===== src/rtl/gate_scan_pkg.sv =====
// Shared definitions for the gate truth-table scanner: FSM encodings,
// legal parameter ranges and the settle-counter width.
package gate_scan_pkg;

    typedef enum logic [1:0] {
        ST_IDLE   = 2'd0,
        ST_DRIVE  = 2'd1,
        ST_SAMPLE = 2'd2,
        ST_DONE   = 2'd3
    } scan_state_t;

    localparam int N_IN_MIN   = 1;
    localparam int N_IN_MAX   = 4;
    localparam int SETTLE_MIN = 1;
    localparam int SETTLE_MAX = 15;
    localparam int CNT_W      = 4;

endpackage


===== src/rtl/scan_settle_cnt.sv =====
// 4-bit down-counter that times how long each vector is held before sampling.
// Load takes priority; the count stops at zero, where tc is asserted.
module scan_settle_cnt
    import gate_scan_pkg::*;
(
    input  logic             clk,
    input  logic             rst,
    input  logic             load,
    input  logic [CNT_W-1:0] load_val,
    input  logic             en,
    output logic             tc
);

    logic [CNT_W-1:0] cnt_reg;

    // Count register: reload on request, otherwise decrement down to zero.
    always_ff @(posedge clk) begin
        if (rst) begin
            cnt_reg <= '0;
        end else if (load) begin
            cnt_reg <= load_val;
        end else if (en && (cnt_reg != '0)) begin
            cnt_reg <= cnt_reg - 1'b1;
        end
    end

    assign tc = (cnt_reg == '0);

endmodule


===== src/rtl/gate_truth_scanner.sv =====
// Sweeps every input combination onto a gate, waits SETTLE cycles per vector,
// samples gate_out and assembles the truth table.
// Optional checker (exp/match/first_bad) is built when GATE_SCAN_CHECK_EN is defined.
// The table port is named truth_table because "table" is a reserved word.
module gate_truth_scanner
    import gate_scan_pkg::*;
#(
    parameter  int N_IN   = 2,
    parameter  int SETTLE = 2,
    localparam int T      = 2 ** N_IN
) (
    input  logic            clk,
    input  logic            rst,
    input  logic            start,
    input  logic            gate_out,
    output logic [N_IN-1:0] vec,
    output logic            busy,
    output logic            done,
    output logic [T-1:0]    truth_table
`ifdef GATE_SCAN_CHECK_EN
    ,
    input  logic [T-1:0]    exp,
    output logic            match,
    output logic [N_IN-1:0] first_bad
`endif
);

    localparam logic [N_IN-1:0]  LAST_IDX = {N_IN{1'b1}};
    localparam logic [CNT_W-1:0] SETTLE_LOAD = CNT_W'(SETTLE - 1);

    scan_state_t     state_reg, state_next;
    logic [N_IN-1:0] index_reg;
    logic [T-1:0]    table_reg, table_next;
    logic            cnt_load, cnt_en, cnt_tc;
    logic            last_idx;

    assign last_idx = (index_reg == LAST_IDX);

    scan_settle_cnt u_settle (
        .clk      (clk),
        .rst      (rst),
        .load     (cnt_load),
        .load_val (SETTLE_LOAD),
        .en       (cnt_en),
        .tc       (cnt_tc)
    );

    // Next-state and counter control.
    always_comb begin
        state_next = state_reg;
        cnt_load   = 1'b0;
        cnt_en     = 1'b0;
        case (state_reg)
            ST_IDLE: begin
                if (start) begin
                    state_next = ST_DRIVE;
                    cnt_load   = 1'b1;
                end
            end
            ST_DRIVE: begin
                cnt_en = 1'b1;
                if (cnt_tc) state_next = ST_SAMPLE;
            end
            ST_SAMPLE: begin
                if (last_idx) begin
                    state_next = ST_DONE;
                end else begin
                    state_next = ST_DRIVE;
                    cnt_load   = 1'b1;
                end
            end
            ST_DONE: state_next = ST_IDLE;
            default: state_next = ST_IDLE;
        endcase
    end

    // Table with the current sample folded in; used for the write and the checker.
    always_comb begin
        table_next = table_reg;
        table_next[index_reg] = gate_out;
    end

    // State, index and table registers.
    always_ff @(posedge clk) begin
        if (rst) begin
            state_reg <= ST_IDLE;
            index_reg <= '0;
            table_reg <= '0;
        end else begin
            state_reg <= state_next;
            case (state_reg)
                ST_IDLE: begin
                    if (start) begin
                        index_reg <= '0;
                        table_reg <= '0;
                    end
                end
                ST_SAMPLE: begin
                    table_reg <= table_next;
                    if (!last_idx) index_reg <= index_reg + 1'b1;
                end
                default: ;
            endcase
        end
    end

    assign vec         = index_reg;
    assign busy        = (state_reg != ST_IDLE);
    assign done        = (state_reg == ST_DONE);
    assign truth_table = table_reg;

`ifdef GATE_SCAN_CHECK_EN
    logic [T-1:0]    exp_reg;
    logic            match_reg;
    logic [N_IN-1:0] first_bad_reg;
    logic [T-1:0]    diff;
    logic [N_IN-1:0] first_bad_next;

    assign diff = table_next ^ exp_reg;

    // Lowest differing index; scanning downward leaves the smallest one.
    always_comb begin
        first_bad_next = '0;
        for (int i = T - 1; i >= 0; i--) begin
            if (diff[i]) first_bad_next = N_IN'(i);
        end
    end

    // Capture exp on acceptance and latch the verdict on entry to DONE.
    always_ff @(posedge clk) begin
        if (rst) begin
            exp_reg       <= '0;
            match_reg     <= 1'b0;
            first_bad_reg <= '0;
        end else if ((state_reg == ST_IDLE) && start) begin
            exp_reg       <= exp;
            match_reg     <= 1'b0;
            first_bad_reg <= '0;
        end else if ((state_reg == ST_SAMPLE) && last_idx) begin
            match_reg     <= (diff == '0);
            first_bad_reg <= first_bad_next;
        end
    end

    assign match     = match_reg;
    assign first_bad = first_bad_reg;
`endif

endmodule


===== config.mk =====
export PLATFORM = sky130hd
export DESIGN_NAME = gate_truth_scanner
export DESIGN_NICKNAME = d
export VERILOG_FILES = /design/src/rtl/gate_scan_pkg.sv /design/src/rtl/scan_settle_cnt.sv /design/src/rtl/gate_truth_scanner.sv
export SDC_FILE = /design/constraint.sdc
export NUM_CORES = 1
export LEC_CHECK = 0
export ABC_AREA = 1
export CAP_MARGIN = 5
export CORE_AREA = 2 2 39 41
export CTS_BUF_LIST = sky130_fd_sc_hd__clkbuf_4
export DETAILED_ROUTE_END_ITERATION = 8
export DIE_AREA = 0 0 41 43
export DONT_BUFFER_PORTS = 1
export MAX_ROUTING_LAYER = met4
export SYNTH_ARGS = -nofsm -noshare
export SYNTH_HDL_FRONTEND = slang
export SYNTH_SLANG_ARGS = --single-unit

===== constraint.sdc =====
create_clock -name clk -period 2.7 [get_ports clk]
set_input_delay 0.135 -clock clk [delete_from_list [all_inputs] [get_ports clk]]
set_output_delay 0.135 -clock clk [all_outputs]
set_load 0.02 [all_outputs]

==> results of run 1 <==
[kinds of logic (layout without fill, tap and decap cells)]
group           Yosys count  after routing  synth area share
simple gates             42             42            0.3082
compound gates           16             16            0.1372
flops                    12             12            0.3817
buf+inv                  10             16           0.05965
fa+ha+maj                 5              5           0.09940
xor+xnor                  1              1           0.01392
[how the worst max path moves through the flow]
stage	slack, ps	cells past startpoint	end
after floorplan	1560	7	u_settle.cnt_reg[3]
after global placement	1430	5	vec[1]
after detailed placement	1400	5	u_settle.cnt_reg[1]
after CTS	1380	5	u_settle.cnt_reg[1]
after global routing	1260	5	vec[1]
final	1400	5	u_settle.cnt_reg[1]
[area by class of cell]
| class | instances | area [um^2] |
|---|---|---|
| inverter | 10 | 37.54 |
| fill | 144 | 688.2 |
| tap | 16 | 20.02 |
| multi-input combinational | 64 | 351.6 |
| clock inverter | 1 | 3.754 |
| timing repair buffer | 2 | 20.02 |
| clock buffer | 3 | 22.52 |
| sequential | 12 | 240.2 |
[cell usage after synthesis]
cell type  count
nand3_1        4
a21oi_1        9
nand2_1       19
nand3b_1       2
nor2_4         1
o21ai_0        1
nand2_2        1
nand4_1        1
inv_1          8
o211a_1        1
nand3_2        1
a31oi_1        1
nor3_1         2
nor2_1        10
ha_1           5
dfxtp_1       12
xor2_1         1
nor2_2         1
inv_2          2
o21ai_1        4
[metal layers]
metal | vias to the layer above | GRT usage
met3 | 4 | 0.07330
li1 | 293 | -
met5 | - | -
met4 | 0 | 0.08000
met2 | 12 | 0.2625
met1 | 242 | 0.2237
[power by group]
group | internal, mW | switching (mW)
combinational | 0.0259 | 0.0501
sequential | 0.186 | 0.0123
clock | 0.0536 | 0.0611
total | 0.266 | 0.123
[through the flow]
step / hold WS (ps) / instances / area (um^2) / setup WS (ps)
3_3_place_gp: 212.5 / 102 / 649.4 / 1432
3_5_place_dp: 212.0 / 102 / 649.4 / 1401
5_1_grt: 28.41 / 108 / 695.7 / 1257
4_1_cts: 4.056 / 107 / 685.7 / 1379
2_1_floorplan: 204.4 / 86 / 629.4 / 1559
6_report: 34.58 / 108 / 695.7 / 1398
[worst max-delay path, stage by stage, from the launching register on]
cell,delay (ps)
dfxtp_1,540
ha_1,260
a21oi_1,80
nand2_1,100
nand2_1,100
a21oi_1,150
[timing repair]
action / 4_1_cts / 5_1_grt
hold endpoints to repair: 3 / 1
setup buffers: 0 / 0
hold buffers: 1 / 1
==> results.toml, run 1 <==
[yosys]
synth_cells = 86
ys_ff_latch = 12
synth.largest_area_cell = "dfxtp_1"
syn_area_um2 = 629.4
ys_seq_area_frac = 0.3817
syn_area_per_cell_um2 = 7.318
synth_top_area_frac = 0.3817
synth_nets = 95
ys_types = 20
yosys_warnings = 0
yosys-top-cells-area = "dfxtp_1 (38%), nand2_1 (11%), ha_1 (9.9%)"

[run]
maxCapViolCount = 0

[clock_tree]
worstSkewPairLatency_ps = 280
cts.clk_slew.worst_paths_ps = 80
cts-resized-gates = 0
ctsLongestPathBuffers = 2
cts_num_sinks = 12
htreeDepth = 1
cts_tree = "built"
cts-buffers-inserted = 3
clockRootBuffer = "clkbuf_4"

[final_layout]
drive_gt1_frac = 0.09783
layout_common_cells = "nand2_1 (19), dfxtp_1 (12), nor2_1 (10), a21oi_1 (9), inv_1 (8)"
diodes = 0
syn2layout_area_growth_pct = 10.54
final_common_cell = "nand2_1"
postLayoutCoreUtil = 0.5027
nets = 102

[die]
core-area_um2 = 1384
start_util = 0.4548
die_area_um2 = 1763
pin_count = 12
row_count = 14
dieHeight_um = 43
dieWidth_um = 41

[critical_path]
r2r_cells = 5
reg2reg_from = "vec[0]"
reg2reg_slack_ps = 1400
startpoint_type = "register"
critPathRequiredTime_ps = 2910
critPathMaxFanout = 6
cp-end-kind = "register"
worstSetupStartpoint = "vec[0]"
crit_type = "reg2reg"
r2r_end = "u_settle.cnt_reg[1]"
arrival_ps = 1510

[route]
wl_per_cell_um = 11.84
met3_length_um = 83
vias = 551
route.antenna.remaining_nets = 0
dr_wl_met2_um = 584
drtIter0Drc = 5
drcViolationCount = 0
wl_met1_um = 586
maxUsedRoutingLayer = "met4"
drt-pass1-iter-count = 3
totalWireLength_mm = 1.279
avgViaCountPerCell = 5.102

[grt]
grt_usage = 0.1845
grt_pass1_wl_mm = 2.104
grt.overflow.total = 0
grt_pass1_vias = 522
grt_start_max_net_pins = 8
antenna_found_initial = 0

[power_and_ir_drop]
ir_worst_vdd_mv = 0.3241
finalPower_mw = 0.3890
p_leak_nw = 0.3009
power_density_nw_per_um2 = 559.1

[worst_hold_path]
hp-start = "gate_out"
whs_endpoint = "truth_table[1]"
holdPathStages = 2
min_path_type = "in2reg"

[sta]
hold_viol = 0
period_minus_slack_ps = 1302
fin_crit_sh = 0.4823
slew_viol_final = 0
finalClockSkew_ps = 4.194
rsz0062_at_grt = "no"
setup-violations-final = 0
worst_pin_slew_ps = 358.5
max_freq_mhz = 768.0
finalSetupTns_ps = 0
relSlewSlack = 0.7607

[placed_design]
gp_congestion = 0.7339
dp_hpwl_um = 952.6
port_buffers = 0

[outcome]
outcome = "finished clean"
(Power assumes the default switching activity.)
==> inputs of run 2 (changes only) <==
Clock period 2.7 ns to 1.3 ns, I/O delays scaled along.
==> run 2 against run 1 <==
Clock skew down 1.3 ps. Non-clock buffer count up 2. Clock power up 110%. Die area unchanged. Worst hold slack worse by 17 ps.
==> results.toml, run 2 (synthesis gave the netlist of run 1 again) <==
[outcome]
outcome = "finished clean"

[worst_hold_path]
hp-start = "gate_out"
min_path_type = "in2reg"

[die]
dieWidth_um = 41
dieHeight_um = 43
row_count = 14
start_util = 0.4548
core-area_um2 = 1384
pin_count = 12
die_area_um2 = 1763

[grt]
grt_pass1_vias = 522
antenna_found_initial = 0
grt_usage = 0.1774
grt_pass1_wl_mm = 2.042
grt.overflow.total = 0
grt_start_max_net_pins = 8

[critical_path]
timing.critical_path.mode_cell = "nor2_1"
crit_chain = "inv_1 > ha_1 > nand2_2 > nand2_2 > nor2_1 > nor2_1 > nor2_1"
critPathTopFamily = "simple AND/OR/NAND/NOR gates"
worstSetupStartpoint = "u_settle.cnt_reg[0]"
critPathMaxFanout = 6
arrival_ps = 1390
cp-end-kind = "register"
reg2reg_from = "u_settle.cnt_reg[0]"
crit_type = "reg2reg"
critical_path.slowest_cell = "dfxtp_1"
critical-path-max-stage-delay_ps = 340
cp_num_buf_inv = 1
startpoint_type = "register"
critPathRequiredTime_ps = 1520
reg2reg_slack_ps = 130

[route]
avgViaCountPerCell = 5.155
route.antenna.remaining_nets = 0
drtIter0Drc = 10
drt-pass1-iter-count = 4
vias = 567
totalWireLength_mm = 1.258
drcViolationCount = 0
wl_per_cell_um = 11.44

[sta]
slew_viol_final = 0
finalClockSkew_ps = 2.917
fin_ws_ps = 132.7
period_minus_slack_ps = 1167
max_freq_mhz = 856.7
fin_crit_sh = 0.8979
setup-violations-final = 0
worst_pin_slew_ps = 241.4
rsz0062_at_grt = "no"
relSlewSlack = 0.8389
hold_viol = 0
finalSetupTns_ps = 0

[clock_tree]
cts-buffers-inserted = 3
clockRootBuffer = "clkbuf_4"
htreeDepth = 1
worstSkewPairLatency_ps = 280
cts.clk_slew.worst_paths_ps = 70
cts_num_sinks = 12
ctsLongestPathBuffers = 2
postCtsSetupBuffers = 0
cts_tree = "built"

[power_and_ir_drop]
p_leak_nw = 0.3120
power_density_nw_per_um2 = 1145
ir_worst_vdd_mv = 0.4286

[final_layout]
layout_common_cells = "nand2_1 (18), dfxtp_1 (11), nor2_1 (10), a21oi_1 (9), inv_1 (8)"
drive_gt1_frac = 0.1383
final_common_cell = "nand2_1"
diodes = 0
syn2layout_area_growth_pct = 13.52
stdcell_count = 110
nets = 104

[placed_design]
dp_cells = 104
dp_hpwl_um = 992.5
port_buffers = 0
place_ws_ps = 88.65
gp_congestion = 0.7333

[run]
maxCapViolCount = 0
## run 2: changes by cell type in the layout (fill, tap and decap cells not counted), sizes merged
cell	previous run	this run
buf	0	2
## run 2: report_power, final
group          internal [mW]  switching (mW)
clock network          0.111           0.126
registers              0.387          0.0217
logic                 0.0588           0.114
total                  0.557           0.261
## run 2: repair_timing
item | in CTS | in global routing
resized for setup | 0 | 2
endpoints found under the setup margin | 0 | 4
hold buffers | 2 | 0
hold endpoints to repair | 7 | 0
## run 2: path summary, 6_finish.rpt
path	end	cells past startpoint
setup reg to reg	u_settle.cnt_reg[3]	7
hold reg to reg	u_settle.cnt_reg[1]	2
setup / recovery	u_settle.cnt_reg[3]	7
hold / removal	truth_table[3]	2
## run 2: routing by layer
metal / vias to the layer above / routed length, um / track usage
met3: 2 / 68 / 0.03665
li1: 303 / - / -
met4: 0 / 21 / 0.1000
met5: - / 0 / -
met2: 11 / 542 / 0.2438
met1: 251 / 626 / 0.2343
## run 2: area by class of cell
cell class | instances | area [um^2]
Fill cell | 149 | 669.4
Multi-Input combinational cell | 64 | 354.1
Sequential cell | 12 | 241.5
Inverter | 10 | 37.54
Timing Repair Buffer | 4 | 35.03
Clock buffer | 3 | 22.52
Tap cell | 16 | 20.02
Clock inverter | 1 | 3.754
## run 2: metrics by stage
stage	power [mW]	area (um^2)	util	hold slack, ps
after global routing	0.8628	714.4	0.5163	60.31
final	0.8183	714.4	0.5163	17.45
after floorplan	0.5447	629.4	-	134.4
after CTS	0.8256	710.7	0.5136	14.17
after detailed placement	0.5796	664.4	0.4801	144.5
after global placement	0.5770	664.4	0.4801	140.7
## run 2: worst register-to-register path, delay by kind of cell, from the launching register on
kind / cells / cell delay, ps
adders and majority gates: 1 / 240
buffers and inverters: 1 / 80
DFF: 1 / 340
and+or+nand+nor: 5 / 460
==> inputs of run 3 (changes only) <==
--- a/constraint.sdc
+++ b/constraint.sdc
@@ -3,2 +3,2 @@
 set_output_delay 0.065 -clock clk [all_outputs]
-set_load 0.02 [all_outputs]
+set_load 0.005 [all_outputs]
==> run 3 against run 2 <==
Cell area fell by 2.5%. Sequential power barely moved. Die area did not move. Setup slack got worse by 35 ps. Clock power barely moved. Non-clock buffer count fell by 2. Combinational power fell by 11%. Clock skew barely moved. Cell count fell by 1.8%. Global-route usage fell by 0.52 points. Sequential share of layout area rose by 0.85 points. Critical endpoint unchanged.
==> results.toml, run 3 (synthesis gave the netlist of run 1 again) <==
[sta]
max_freq_mhz = 831.6
fin_crit_sh = 0.9250
relSlewSlack = 0.8482
worst_pin_slew_ps = 227.3
finalClockSkew_ps = 3.245
hold_viol = 0
finalSetupTns_ps = 0
setup-violations-final = 0
period_minus_slack_ps = 1203
slew_viol_final = 0
rsz0062_at_grt = "no"

[placed_design]
dp_hpwl_um = 931.2
port_buffers = 0
gp_congestion = 0.7383

[die]
core-area_um2 = 1384
start_util = 0.4548
pin_count = 12
die_area_um2 = 1763
dieHeight_um = 43
dieWidth_um = 41
row_count = 14

[route]
drcViolationCount = 0
drt-pass1-iter-count = 4
avgViaCountPerCell = 5.065
drtIter0Drc = 18
route.antenna.remaining_nets = 0
totalWireLength_mm = 1.248
wl_per_cell_um = 11.56
vias = 547

[final_layout]
diodes = 0
final_common_cell = "nand2_1"
layout_common_cells = "nand2_1 (19), dfxtp_1 (11), nor2_1 (10), a21oi_1 (9), inv_1 (8)"
syn2layout_area_growth_pct = 10.74
nets = 102
drive_gt1_frac = 0.1087

[clock_tree]
ctsLongestPathBuffers = 2
htreeDepth = 1
cts_tree = "built"
cts-buffers-inserted = 3
clockRootBuffer = "clkbuf_4"
cts.clk_slew.worst_paths_ps = 70
worstSkewPairLatency_ps = 270
cts_num_sinks = 12

[power_and_ir_drop]
ir_worst_vdd_mv = 0.4851
p_leak_nw = 0.3014
finalPower_mw = 0.7954
power_density_nw_per_um2 = 1141

[critical_path]
critical-path-max-stage-delay_ps = 330
worstSetupStartpoint = "u_settle.cnt_reg[0]"
path_depth = 7
crit_chain = "inv_1 > ha_1 > nand2_1 > nand2_2 > nor2_1 > nor2_1 > nor2_1"
timing.critical_path.mode_cell = "nor2_1"
crit_type = "reg2reg"
arrival_ps = 1410
startpoint_type = "register"
critical_path.slowest_cell = "dfxtp_1"
r2r_cells = 7
reg2reg_from = "u_settle.cnt_reg[0]"
critPathRequiredTime_ps = 1510
critPathMaxFanout = 6
cp-end-kind = "register"
cp_num_buf_inv = 1
critPathTopFamily = "simple AND/OR/NAND/NOR gates"

[worst_hold_path]
holdPathStages = 2
hp-start = "gate_out"
min_path_type = "in2reg"

[outcome]
outcome = "finished clean"

[grt]
grt.overflow.total = 0
grt_pass1_wl_mm = 1.932
grt_start_max_net_pins = 8
antenna_found_initial = 0
grt_usage = 0.1722
grt_pass1_vias = 467

[run]
maxCapViolCount = 0
-- run 3: cell count changes in the layout (fill, tap and decap cells not counted) --
cell	change
nand2_1	+1
nand2_2	-1
buf_4	-2
-- run 3: power breakdown --
group          total [mW]  internal [mW]  switching [mW]
registers           0.406          0.387          0.0197
clock network       0.235          0.111           0.124
logic               0.154         0.0539          0.0999
-- run 3: final cells by class --
cell class | count | area, um^2
timing repair buffer | 2 | 20.02
clock buffer | 3 | 22.52
multi-input combinational | 64 | 351.6
sequential | 12 | 241.5
clock inverter | 1 | 3.754
tap | 16 | 20.02
fill | 146 | 686.9
inverter | 10 | 37.54
-- run 3: final timing paths --
path                                            end  slack, ps
worst max-delay path            u_settle.cnt_reg[3]        100
worst min-delay path                 truth_table[3]         30
worst max register to register  u_settle.cnt_reg[3]        100
worst min register to register  u_settle.cnt_reg[1]        470
-- run 3: what timing repair did --
item                       CTS  global route
setup endpoints to repair    0             2
hold endpoints to repair     7             0
hold buffers                 2             0
buffers inserted             0             0
gates resized for setup      0             1
-- run 3: metal layers --
metal	wire, um	track usage
met5	0	-
met4	9	0.1200
met3	67	0.04712
met2	548	0.2250
met1	622	0.2211
-- run 3: metrics by stage --
step	std cells	hold WS (ps)	util	area [um^2]	setup slack, ps
2_1_floorplan	86	134.4	-	629.4	210.3
3_3_place_gp	102	139.4	0.4693	649.4	111.9
3_5_place_dp	102	137.8	0.4693	649.4	110.1
4_1_cts	108	28.74	0.5027	695.7	98.67
5_1_grt	108	38.96	0.5036	696.9	10.49
6_report	108	28.62	0.5036	696.9	97.47
